<file path="src/rtl/pixel_beat_packer_if.sv">
// Pixel-side and beat-side handshake bundles for the pixel beat packer.
// Pixel bundle: source (master) drives r/g/b/valid/sof/eol; packer (slave) returns ready.
interface pixel_beat_packer_pix_if #(
    parameter int COMP_W = 8
);
    logic [COMP_W-1:0] r;
    logic [COMP_W-1:0] g;
    logic [COMP_W-1:0] b;
    logic              valid;
    logic              sof;
    logic              eol;
    logic              ready;

    modport master (output r, g, b, valid, sof, eol, input ready);
    modport slave  (input r, g, b, valid, sof, eol, output ready);
endinterface

interface pixel_beat_packer_axis_if #(
    parameter int PPB = 2
);
    logic [32*PPB-1:0] tdata;
    logic [4*PPB-1:0]  tkeep;
    logic              tlast;
    logic              tuser;
    logic              tvalid;
    logic              tready;

    modport master (output tdata, tkeep, tlast, tuser, tvalid, input tready);
    modport slave  (input tdata, tkeep, tlast, tuser, tvalid, output tready);
endinterface

</file>
<file path="src/rtl/pixel_beat_packer.sv">
// Generic synchronous FIFO: stores W-bit words, head word visible combinationally.
// Latency: pushed word visible at head one cycle later; pop ignored when empty.
// Backpressure: caller must not push when full.
module sync_fifo #(
    parameter int W     = 8,
    parameter int DEPTH = 4
) (
    input  logic                       clk,
    input  logic                       rst,
    input  logic                       push,
    input  logic [W-1:0]               push_dat,
    input  logic                       pop,
    output logic [W-1:0]               head_dat,
    output logic [$clog2(DEPTH):0]     count,
    output logic                       full,
    output logic                       empty
);
    localparam int AW = $clog2(DEPTH);
    localparam int CW = AW + 1;

    logic [W-1:0]  mem [DEPTH];
    logic [AW-1:0] wr_ptr;
    logic [AW-1:0] rd_ptr;
    logic          do_pop;

    assign full     = (count == CW'(DEPTH));
    assign empty    = (count == '0);
    assign do_pop   = pop && !empty;
    assign head_dat = mem[rd_ptr];

    always_ff @(posedge clk) begin
        if (push) mem[wr_ptr] <= push_dat;
    end

    // Pointers wrap naturally because DEPTH is a power of two.
    always_ff @(posedge clk) begin
        if (rst) begin
            wr_ptr <= '0;
            rd_ptr <= '0;
            count  <= '0;
        end else begin
            if (push)   wr_ptr <= wr_ptr + 1'b1;
            if (do_pop) rd_ptr <= rd_ptr + 1'b1;
            case ({push, do_pop})
                2'b10:   count <= count + 1'b1;
                2'b01:   count <= count - 1'b1;
                default: count <= count;
            endcase
        end
    end
endmodule

// Packs 1 pixel/cycle into PPB-lane beats with tkeep holes at end of line, buffered in a beat FIFO.
// Latency: beat visible on tvalid the cycle after its completing pixel is accepted (empty FIFO).
// Backpressure: ready from registered state only; with FIFO full a partial beat may still fill until its last lane.
module pixel_beat_packer #(
    parameter int COMP_W     = 8,
    parameter int PPB        = 2,
    parameter int FIFO_DEPTH = 4
) (
    input  logic                     aclk,
    input  logic                     areset,
    pixel_beat_packer_pix_if.slave   pix,
    pixel_beat_packer_axis_if.master axis,
    output logic                     resync
);
    localparam int LW = (PPB > 1) ? $clog2(PPB) : 1;
    localparam logic [LW-1:0] LAST_LANE = LW'(PPB - 1);

    typedef struct packed {
        logic [32*PPB-1:0] data;
        logic [4*PPB-1:0]  keep;
        logic              last;
        logic              user;
    } beat_t;

    beat_t                     asm_q;
    beat_t                     asm_nxt;
    beat_t                     push_dat;
    beat_t                     head_dat;
    logic [LW-1:0]             lane_idx;
    logic [LW-1:0]             eff_lane;
    logic                      pend_q;
    logic                      resync_q;
    logic [31:0]               lane_pix;
    logic                      misplaced;
    logic                      completes;
    logic                      in_rdy;
    logic                      fire;
    logic                      push;
    logic                      pop;
    logic                      fifo_full;
    logic                      fifo_empty;
    logic [$clog2(FIFO_DEPTH):0] fifo_count;

    // A completed beat that finds the FIFO full parks in the assembly register (pend_q).
    assign in_rdy = !areset && !pend_q && (!fifo_full || (lane_idx != LAST_LANE));
    assign fire   = pix.valid && in_rdy;

    always_comb begin
        lane_pix  = 32'({pix.r, pix.g, pix.b});
        misplaced = pix.sof && (lane_idx != '0);
        eff_lane  = misplaced ? '0 : lane_idx;
        asm_nxt   = misplaced ? '0 : asm_q;
        for (int k = 0; k < PPB; k++) begin
            if (eff_lane == LW'(k)) begin
                asm_nxt.data[32*k +: 32] = lane_pix;
                asm_nxt.keep[4*k +: 4]   = 4'hF;
            end
        end
        asm_nxt.last = asm_q.last && !misplaced || pix.eol;
        if (eff_lane == '0) asm_nxt.user = pix.sof;
        completes = (eff_lane == LAST_LANE) || pix.eol;
    end

    assign push     = !fifo_full && (pend_q || (fire && completes));
    assign push_dat = pend_q ? asm_q : asm_nxt;
    assign pop      = axis.tvalid && axis.tready;

    always_ff @(posedge aclk) begin
        if (areset) begin
            asm_q    <= '0;
            lane_idx <= '0;
            pend_q   <= 1'b0;
            resync_q <= 1'b0;
        end else begin
            resync_q <= fire && misplaced;
            if (pend_q) begin
                if (!fifo_full) begin
                    pend_q <= 1'b0;
                    asm_q  <= '0;
                end
            end else if (fire) begin
                if (completes) begin
                    lane_idx <= '0;
                    if (fifo_full) begin
                        asm_q  <= asm_nxt;
                        pend_q <= 1'b1;
                    end else begin
                        asm_q  <= '0;
                    end
                end else begin
                    asm_q    <= asm_nxt;
                    lane_idx <= eff_lane + 1'b1;
                end
            end
        end
    end

    sync_fifo #(
        .W     ($bits(beat_t)),
        .DEPTH (FIFO_DEPTH)
    ) u_fifo (
        .clk      (aclk),
        .rst      (areset),
        .push     (push),
        .push_dat (push_dat),
        .pop      (pop),
        .head_dat (head_dat),
        .count    (fifo_count),
        .full     (fifo_full),
        .empty    (fifo_empty)
    );

    // Everything is forced low while reset is held, independent of register contents.
    assign pix.ready   = in_rdy;
    assign axis.tvalid = !areset && !fifo_empty;
    assign axis.tdata  = areset ? '0 : head_dat.data;
    assign axis.tkeep  = areset ? '0 : head_dat.keep;
    assign axis.tlast  = !areset && head_dat.last;
    assign axis.tuser  = !areset && head_dat.user;
    assign resync      = !areset && resync_q;

endmodule
</file>
<file path="src/flat_wrapper.sv">
// flat-port wrapper written by rule: the top's interface ports become plain ports
module pixel_beat_packer_flat 
#(
    parameter int COMP_W     = 8,
    parameter int PPB        = 2,
    parameter int FIFO_DEPTH = 4
)
  (aclk, areset, resync, pix_r, pix_g, pix_b, pix_valid, pix_sof, pix_eol, pix_ready, axis_tdata, axis_tkeep, axis_tlast, axis_tuser, axis_tvalid, axis_tready);
  pixel_beat_packer_pix_if #(.COMP_W(COMP_W)) pix_i ();
  pixel_beat_packer_axis_if #(.PPB(PPB)) axis_i ();
  input  logic aclk;
  input  logic areset;
  output logic resync;
  input wire logic [$bits(pix_i.r)-1:0] pix_r;
  input wire logic [$bits(pix_i.g)-1:0] pix_g;
  input wire logic [$bits(pix_i.b)-1:0] pix_b;
  input wire logic [$bits(pix_i.valid)-1:0] pix_valid;
  input wire logic [$bits(pix_i.sof)-1:0] pix_sof;
  input wire logic [$bits(pix_i.eol)-1:0] pix_eol;
  output wire logic [$bits(pix_i.ready)-1:0] pix_ready;
  output wire logic [$bits(axis_i.tdata)-1:0] axis_tdata;
  output wire logic [$bits(axis_i.tkeep)-1:0] axis_tkeep;
  output wire logic [$bits(axis_i.tlast)-1:0] axis_tlast;
  output wire logic [$bits(axis_i.tuser)-1:0] axis_tuser;
  output wire logic [$bits(axis_i.tvalid)-1:0] axis_tvalid;
  input wire logic [$bits(axis_i.tready)-1:0] axis_tready;
  assign pix_i.r = pix_r;
  assign pix_i.g = pix_g;
  assign pix_i.b = pix_b;
  assign pix_i.valid = pix_valid;
  assign pix_i.sof = pix_sof;
  assign pix_i.eol = pix_eol;
  assign pix_ready = pix_i.ready;
  assign axis_tdata = axis_i.tdata;
  assign axis_tkeep = axis_i.tkeep;
  assign axis_tlast = axis_i.tlast;
  assign axis_tuser = axis_i.tuser;
  assign axis_tvalid = axis_i.tvalid;
  assign axis_i.tready = axis_tready;
  pixel_beat_packer #(.COMP_W(COMP_W), .PPB(PPB), .FIFO_DEPTH(FIFO_DEPTH)) u_core (.aclk(aclk), .areset(areset), .pix(pix_i), .axis(axis_i), .resync(resync));
endmodule
</file>
<file path="config.mk">
export PLATFORM = sky130hd
export DESIGN_NAME = pixel_beat_packer_flat
export DESIGN_NICKNAME = d
export VERILOG_FILES = /design/src/rtl/pixel_beat_packer_if.sv /design/src/rtl/pixel_beat_packer.sv /design/src/flat_wrapper.sv
export SDC_FILE = /design/constraint.sdc
export NUM_CORES = 1
export LEC_CHECK = 0
export BUFFER_PORTS_ARGS = -buffer_cell sky130_fd_sc_hd__buf_2
export CAP_MARGIN = 40
export CORE_MARGIN = 5
export CORE_UTILIZATION = 66
export CTS_BUF_LIST = sky130_fd_sc_hd__clkbuf_4
export CTS_CLUSTER_SIZE = 10
export DETAILED_ROUTE_END_ITERATION = 8
export PLACE_DENSITY = 0.86
export SLEW_MARGIN = 10
export SYNTH_ARGS = -nofsm -noshare
export SYNTH_HDL_FRONTEND = slang
export SYNTH_SLANG_ARGS = --single-unit
export TNS_END_PERCENT = 1
</file>
<file path="constraint.sdc">
create_clock -name aclk -period 6.5 [get_ports aclk]
set_input_delay 1.3 -clock aclk [delete_from_list [all_inputs] [get_ports aclk]]
set_output_delay 1.3 -clock aclk [all_outputs]
set_load 0.02 [all_outputs]
</file>
==> impl_metrics.toml <==
[setup_path]
critPathBufInv = 2
path_max_fanout = 34
critical_path.cell_chain = "buf_4 -> mux4_2 -> nor2b_1 -> buf_2"
slowest_delay_ns = 0.82
worst_path_max_delay_cell = "dfxtp_4"
cp-start-kind = "flip-flop"
crit_required_ns = 5.20
cp_top_family = "flip-flops"
end_kind = "output port"
crit_arrival_ns = 3.00
worst-setup-path-type = "flip-flop to output port"

[clock_tree]
cts_buffer_depth = 3
path_clk_slew_ns = 0.07
cts.sinks = 382
cts_tree = "yes"
holdBufCountCts = 0
clockRootBuffer = "clkbuf_4"
cts.repair.resized = 0
numCtsBuffers = 85
htreeDepth = 3
clock_latency_ns = 0.69
cts_setup_buffers = 0

[power]
p_switching_mw = 1.07
leakage_nw = 5.81
swShare_pct = 22.2
ir_drop_uv = 179
internal_power_mw = 3.75
total_power_mw = 4.82
pwr_density_cell_nw_per_um2 = 286
pwr-share-clk_pct = 38.5
comb_power_share_pct = 6.0
seqPwrFrac_pct = 55.4

[placed_design]
gp_congestion = 0.841
numPortBuffers = 106
pre_cts_slack_ns = 2.52
hpwl_mm = 18.0

[synthesis]
post_synth.cell_area_avg_um2 = 16.9
synth_area_leaders = "edfxtp_1 60%, dfxtp_1 12%, mux4_2 11%, nor2b_1 3.5%, mux2_2 1.8%"
synthCells = 879
synth_edf_count = 296
ys_seq_area_share_pct = 71.4
synth_area_um2 = 14900
synth_top_area_share_pct = 59.8
syn-num-nets = 915
synth_ff_type = "edfxtp_1"
synth.distinct_cells = 42
ys_ff_latch = 382
synth_largest_area_cell = "edfxtp_1"
yosysWarnings = 0
synthArstFlopShare_pct = 0

[timing]
timing.fmax_mhz = 232
worstMarginPinSlew_ns = 0.830
layout_setup_ws_ns = 2.20
finalSetupViolations = 0
slew-limit-headroom_pct = 44.6
finalCritPeriodShare_pct = 66.2
hold_violations = 0
rsz0062_at_grt = "false"
skew_ns = 0.0204
post-route-min-period_ns = 4.30
slew_violations = 0
tns_ns = 0

[floorplan]
die_h_um = 160
die_x_um = 160
initial_core_util_pct = 66.2
num_rows = 55
ios = 107
core_area_um2 = 22400
die_area_um2 = 25600

[global_route]
first_global_vias = 8611
gr-total-overflow = 0
grt_max_degree = 53
antenna_found_initial = 5
grt_use_total_pct = 23.7
grt_pass1_wl_mm = 46.9

[routing]
drc = 0
drt_wl_total_mm = 29.9
drt_iter0_drc = 776
dr_total_vias = 8318
wl_per_cell_um = 21.4
final_antenna_net_count = 0
via_per_inst = 5.97
drtPass1Iterations = 5

[finish]
fill_cells = 1256
final_core_util_pct = 75.2
fin_nets = 1072
drive_gt1_share_pct = 34.8
syn_to_final_growth_pct = 13.5

[flow_run]
cap_violations = 0

[status]
status = "finished clean"

[worst_hold_path]
hp-class = "flip-flop to flip-flop"
==> sequential cells by signal, indices dropped and copies added (netlist names), named ones only <==
name                  flops
u_core.u_fifo.count       3
u_core.u_fifo.rd_ptr      2
u_core.pend_q             1
u_core.resync_q           1
u_core.u_fifo.mem       296
u_core.u_fifo.wr_ptr      2
u_core.lane_idx           1
u_core.asm_q             74
==> final timing paths <==
path,cells after the start,from,slack (ns),endpoint
min reg2reg,1,u_core.u_fifo.rd_ptr[1]$_SDFFE_PP0P_,0.45,flip-flop
min,1,u_core.u_fifo.rd_ptr[1]$_SDFFE_PP0P_,0.45,flip-flop
max reg2reg,4,u_core.lane_idx$_SDFFE_PP0P_,3.35,u_core.u_fifo.mem[3][26]$_DFFE_PP_
max,4,flip-flop,2.20,axis_tdata[35]
==> metal layers <==
metal	wire length [um]	vias to the layer above	global-route usage (%)
li1	-	3708	-
met1	12100	4180	32.1
met2	14700	379	38.1
met3	2260	49	5.34
met4	732	2	9.31
met5	13	-	0
==> logic make-up (layout without fill, tap and decap cells) <==
| family | Yosys count | after routing | share of synthesized area, % |
|---|---|---|---|
| multiplexers | 100 | 100 | 13.2 |
| AND/OR/NAND/NOR | 226 | 226 | 8.28 |
| flip-flops | 382 | 382 | 71.4 |
| XOR/XNOR | 3 | 3 | 0.177 |
| other | 0 | 4 | 0 |
| adder cells (fa/ha/maj) | 6 | 6 | 0.556 |
| AO/OA/AOI/OAI | 97 | 97 | 4.34 |
| buffers and inverters | 65 | 291 | 2.08 |
==> power by group through the flow <==
stage / registers (mW) / clock network (mW) / logic [mW]
after floorplan: 2.72 / 0 / 0.205
after global placement: 2.73 / 0 / 0.278
after detailed placement: 2.73 / 0 / 0.290
after CTS: 2.67 / 1.89 / 0.292
after global routing: 2.68 / 2.05 / 0.313
final: 2.67 / 1.86 / 0.291
==> worst reg2reg max path: cells and delay by family (launching register included) <==
family / cells / cell delay (ns)
simple gates: 3 / 1.71
flops: 1 / 0.55
buf+inv: 1 / 0.54
==> per-stage QoR <==
stage | hold slack, ns | area (um2) | instances
after global placement | 0.428 | 15600 | 1227
after CTS | 0.457 | 16900 | 1390
after global routing | 0.466 | 16900 | 1394
after detailed placement | 0.437 | 15700 | 1234
after floorplan | 0.421 | 14900 | 879
final | 0.450 | 16900 | 1394
==> Yosys cell counts, drive strengths merged (2+ instances only) <==
master,instances
mux2,24
nand2b,3
nor2,25
ha,5
nor3,4
nand2,54
or3b,2
a31oi,2
a21oi,21
a211oi,6
nor4,2
clkbuf,30
o21ai,34
xor2,2
nand3,2
o21a,4
buf,22
and2,40
mux2i,2
dfxtp,86
a21o,2
a22o,26
edfxtp,296
inv,12
nor3b,2
or3,3
and3,4
mux4,74
nor2b,84
==> layout by cell type, fill, tap and decap left out, types with 3 or more instances in the layout <==
cell type	count
and2_1	40
diode_2	4
o21ai_0	34
edfxtp_1	296
inv_2	3
clkinv_1	9
o21a_1	4
a22o_1	26
buf_2	105
nor3_1	4
a211oi_1	5
mux4_2	74
clkbuf_4	142
nor2_1	24
buf_4	11
a21oi_1	20
buf_12	4
and3_4	4
dfxtp_1	84
mux2_2	24
inv_1	12
ha_1	5
nand2_1	54
nor2b_1	84
==> final cells by class <==
type                       count  area (um2)  area share, %
antenna                        4        10.0         0.0593
timing repair buffer         122         727           4.31
clock buffer                 142        1070           6.32
multi-input combinational    432        3990           23.6
inverter                      13        48.8          0.289
tap                          285         357           2.11
sequential                   382       10600           62.9
clock inverter                14        58.8          0.348
Power figures use the tool's default switching activity.
